[config.mk]
export PLATFORM = sky130hd
export DESIGN_NAME = data_mem_copy_engine
export DESIGN_NICKNAME = d
export VERILOG_FILES = /design/src/rtl/data_mem_copy_engine_pkg.sv /design/src/rtl/data_mem_copy_engine.sv
export SDC_FILE = /design/constraint.sdc
export NUM_CORES = 1
export LEC_CHECK = 0
export ABC_AREA = 1
export CORE_MARGIN = 2
export CORE_UTILIZATION = 51
export DETAILED_ROUTE_END_ITERATION = 8
export GPL_TIMING_DRIVEN = 0
export PLACE_DENSITY = 0.81
export SYNTH_ARGS = -nofsm -noshare
export SYNTH_HDL_FRONTEND = slang
export SYNTH_SLANG_ARGS = --single-unit
[constraint.sdc]
create_clock -name Clk -period 2.1 [get_ports Clk]
set_clock_uncertainty 0.2 [all_clocks]
set_input_delay 0.42 -clock Clk [delete_from_list [all_inputs] [get_ports Clk]]
set_output_delay 0.42 -clock Clk [all_outputs]
set_load 0.05 [all_outputs]
[src/rtl/data_mem_copy_engine_pkg.sv]
// data_mem_copy_engine_pkg: shared widths, memory size and copy-engine state encoding
package data_mem_copy_engine_pkg;
  localparam int ADDR_W = 4;
  localparam int DATA_W = 16;
  localparam int LEN_W = 5;
  localparam int MEM_WORDS = 16;
  typedef enum logic [1:0] {IDLE, READ, WRITE, DONE} state_t;
endpackage

[src/rtl/data_mem_copy_engine.sv]
// data_mem_copy_engine: ascending read-then-write block copy over the data memory port with running checksum
module data_mem_copy_engine
  import data_mem_copy_engine_pkg::*;
#(
  parameter int ADDR_W = data_mem_copy_engine_pkg::ADDR_W,
  parameter int DATA_W = data_mem_copy_engine_pkg::DATA_W,
  parameter int LEN_W = data_mem_copy_engine_pkg::LEN_W
) (
  input  logic              Clk,
  input  logic              Rst,
  input  logic              Start,
  input  logic [ADDR_W-1:0] SrcAddr,
  input  logic [ADDR_W-1:0] DstAddr,
  input  logic [LEN_W-1:0]  Len,
  input  logic              Abort,
  output logic              Busy,
  output logic              Done,
  output logic [DATA_W-1:0] Checksum,
  output logic              MemWrite,
  output logic [ADDR_W-1:0] Addr,
  output logic [DATA_W-1:0] WrData,
  input  logic [DATA_W-1:0] RdData
);
  state_t state, state_nxt;
  logic [ADDR_W-1:0] src_ptr, dst_ptr;
  logic [LEN_W-1:0] remaining, len_clamped;
  logic [DATA_W-1:0] hold;
  assign len_clamped = (Len > LEN_W'(MEM_WORDS)) ? LEN_W'(MEM_WORDS) : Len;
  always_ff @(posedge Clk or posedge Rst) begin
    if (Rst) begin
      state <= IDLE;
      src_ptr <= '0;
      dst_ptr <= '0;
      remaining <= '0;
      hold <= '0;
      Checksum <= '0;
    end else begin
      state <= state_nxt;
      if (state == IDLE && Start) begin
        src_ptr <= SrcAddr;
        dst_ptr <= DstAddr;
        remaining <= len_clamped;
        Checksum <= '0;
      end
      if (state == READ) begin
        hold <= RdData;
        src_ptr <= src_ptr + 1'b1;
      end
      // the word is written at this edge even when aborting, so it is counted too
      if (state == WRITE) begin
        dst_ptr <= dst_ptr + 1'b1;
        remaining <= remaining - 1'b1;
        Checksum <= Checksum + hold;
      end
    end
  end
  always_comb begin
    state_nxt = state;
    Busy = 1'b0;
    Done = 1'b0;
    MemWrite = 1'b0;
    Addr = '0;
    WrData = hold;
    unique case (state)
      IDLE: state_nxt = Start ? ((len_clamped == '0) ? DONE : READ) : IDLE;
      READ: begin
        Busy = 1'b1;
        Addr = src_ptr;
        state_nxt = Abort ? IDLE : WRITE;
      end
      WRITE: begin
        Busy = 1'b1;
        MemWrite = 1'b1;
        Addr = dst_ptr;
        state_nxt = Abort ? IDLE : ((remaining > LEN_W'(1)) ? READ : DONE);
      end
      DONE: begin
        Done = 1'b1;
        state_nxt = IDLE;
      end
      default: state_nxt = IDLE;
    endcase
  end
endmodule
==> flow_summary.json <==
{
  "status": "finished with violations",
  "violations": "negative setup slack",
  "ctsHtreeMaxLevel": 2,
  "dieArea_mm2": 0.00679,
  "synth_flop_cell": "dfrtp_1",
  "io_buffers": 71,
  "pwr-share-comb_pct": 49.0,
  "yosysMostFrequentCell": "nand2_1",
  "viasPerCell": 5.13,
  "die_y_um": 82.4,
  "min_period_ps": 2340,
  "sequentialPowerShare_pct": 35.5,
  "holdWs_ps": 230,
  "slew_violations": 0,
  "hold_viol_final": 0,
  "synth_nets": 494,
  "avgSynthCellArea_um2": 7.19,
  "ys_seq_elements": 47,
  "cp-endpoint": "Addr[0]",
  "worstReg2RegStart": "Checksum[0]",
  "cpPeakStageDelay_ps": 430,
  "initial_core_util_pct": 52.9,
  "vias": 3050,
  "antenna_found_initial": 0,
  "insertion_delay_ps": 310,
  "max_slew_margin_pct": 64.7,
  "clkTransAtPathRegs_ps": 100,
  "synth_area_mm2": 0.00313,
  "yosysUniqueCellTypes": 37,
  "end_kind": "primary output",
  "setup.worst_path.start": "state[0]",
  "grt_start_max_net_pins": 30,
  "dr.max_layer_used": "met4",
  "clkPwrFrac_pct": 15.5,
  "yosysWarnings": 0,
  "place_congestion": 0.882,
  "dp.final_hpwl_um": 6060,
  "yosysTopAreaCell": "dfrtp_1",
  "met2_wirelength_um": 3930,
  "grt_pass1_vias": 2846,
  "drt_wl_total_um": 7930,
  "critPathLaunchType": "register",
  "p_int_mw": 1.93,
  "grt_use_total_pct": 25.4,
  "ys_top_cells_by_count": "172 x nand2_1, 50 x inv_1, 47 x dfrtp_1",
  "synth.area.top_cells": "dfrtp_1 38%, nand2_1 21%, ha_1 9.6%",
  "ioPinCount": 72,
  "drcViolationCount": 0,
  "synth_top_area_share_pct": 37.5,
  "wl_per_cell_um": 13.3,
  "crit_chain": "inv_2, buf_4, ha_4, inv_1, a21oi_4, buf_6",
  "root_buffer": "clkbuf_8",
  "dr.pass1.iters": 4,
  "hp-class": "in -> async",
  "rows": 28,
  "fp.dieW_um": 82.4,
  "crit_fanout": 4,
  "drive_gt1_share_pct": 13.7,
  "syn_inst": 436,
  "drt-initial-drc-count": 143,
  "layout.nets": 577,
  "rsz0062_at_grt": "true",
  "path_class": "reg -> out",
  "numCtsBuffers": 5,
  "synth_edf_count": 0,
  "p_per_area_mw_per_mm2": 880,
  "ir_worst_vdd_v": 0.000502,
  "worst_ep_arrival_time_ps": 1720,
  "p_sw_share_pct": 47.2,
  "power.leakage_nw": 2.25,
  "fmax_ghz": 0.428,
  "synth-async-reset-ratio_pct": 100,
  "stdcell_count": 595,
  "wl_met3_um": 303,
  "r2r_slack_ps": 140,
  "drt-met1-wl_um": 3600,
  "place_inst": 583,
  "critPathSlowestCell": "dfrtp_1",
  "power_switching_mw": 1.72,
  "fin_ws_ps": -236,
  "cts_tree": "done",
  "area_growth_pct": 32.5,
  "num-fill-cells": 510,
  "diodes": 0,
  "ctsHoldBuffers": 0,
  "core_mm2": 0.00592,
  "post-place-ws_ps": -780,
  "cts_buffer_depth": 2,
  "final.period_utilization_pct": 111,
  "route.antenna.remaining_nets": 0,
  "setup_viol": 4,
  "globalRouteOverflowTotal": 0,
  "cap_violations": 0,
  "worst_pin_slew_ps": 530,
  "fin_util_pct": 70.1,
  "required_ps": 1480,
  "r2r_end": "Checksum[12]",
  "worstRegToRegCells": 11,
  "grt_pass1_wl_um": 13100,
  "seq_area_frac_synth_pct": 37.5,
  "clock-sinks": 47
}
==> per-layer routing <==
metal  global-route usage (%)  vias up
li1                         -     1555
met1                     32.7     1412
met2                     43.6       75
met3                     4.46        8
met4                     7.17        0
met5                        0        -
==> kinds of logic after synthesis <==
| kind of cell | share of synthesized area, % |
|---|---|
| buf+inv | 9.03 |
| flops | 37.5 |
| compound gates | 8.71 |
| simple gates | 33.1 |
| xor+xnor | 1.40 |
| fa+ha+maj | 10.2 |
==> layout by cell type (no fill, tap or decap), types with 3 or more instances in the layout <==
master,n
buf_4,4
a21oi_4,4
nand2_2,10
o21ai_0,10
ha_1,22
dfrtp_1,44
nor3_1,5
buf_6,6
dfrtp_2,3
a21oi_1,13
nand3_1,26
o211ai_1,3
nor2_1,20
buf_8,4
nand3_2,4
buf_2,5
inv_2,12
o21ai_1,4
inv_1,46
nand2_1,168
o22ai_1,4
clkdlybuf4s50_1,32
dlygate4sd2_1,32
clkbuf_8,5
xnor2_1,3
==> worst max-delay path, delay by kind of cell, from the launching register on <==
kind / cells / cell delay (ps)
AOI/OAI and AO/OA: 1 / 180
buffers and inverters: 4 / 550
DFF: 1 / 430
adders and majority gates: 1 / 250
==> what timing repair did <==
action / in CTS / in global routing
buffers inserted: 2 / 2
endpoints found under the setup margin: 39 / 9
resized for setup: 80 / 7
pin swaps: 1 / 0
==> state kept, by name (all words and copies together), names as in the netlist <==
| register | flops |
|---|---|
| Checksum | 16 |
| WrData | 16 |
| remaining | 5 |
| dst_ptr | 4 |
| src_ptr | 4 |
| state | 2 |
==> final cells by class <==
type	instances	area (um^2)	share of cell area (%)
inverters	58	218	5.24
multi-input cells	320	1760	42.4
clock buffers	6	72.6	1.75
repair buffers	76	711	17.1
well taps	75	93.8	2.26
flip-flops and latches	47	1180	28.4
plain buffers	11	106	2.56
clock inverters	2	12.5	0.301
==> per-stage QoR <==
stage,TNS (ps),total power [mW],instance area [um^2]
global placement,-30820,3.09,4020
CTS,-821,3.65,4140
finish,-860,3.66,4150
detailed placement,-2700,3.15,4040
floorplan,0,2.59,3220
global route,-1040,3.91,4150
==> worst min path at each step <==
stage,slack (ps),cells past startpoint,from,end
after floorplan,290,2,src_ptr[3],src_ptr[3]
after detailed placement,290,2,WrData[0],WrData[0]
after global placement,290,2,WrData[0],WrData[0]
after CTS,240,2,Rst,state[1]
after global routing,290,2,Rst,state[1]
final,230,2,Rst,state[1]
==> power groups by stage <==
stage	registers [mW]	clock network (mW)	logic, mW
5_1_grt	1.32	0.596	1.99
3_3_place_gp	1.30	0	1.79
3_5_place_dp	1.31	0	1.84
6_report	1.30	0.566	1.79
4_1_cts	1.29	0.570	1.79
2_1_floorplan	1.67	0	0.923
No activity file was read; power rests on OpenSTA's default activity.
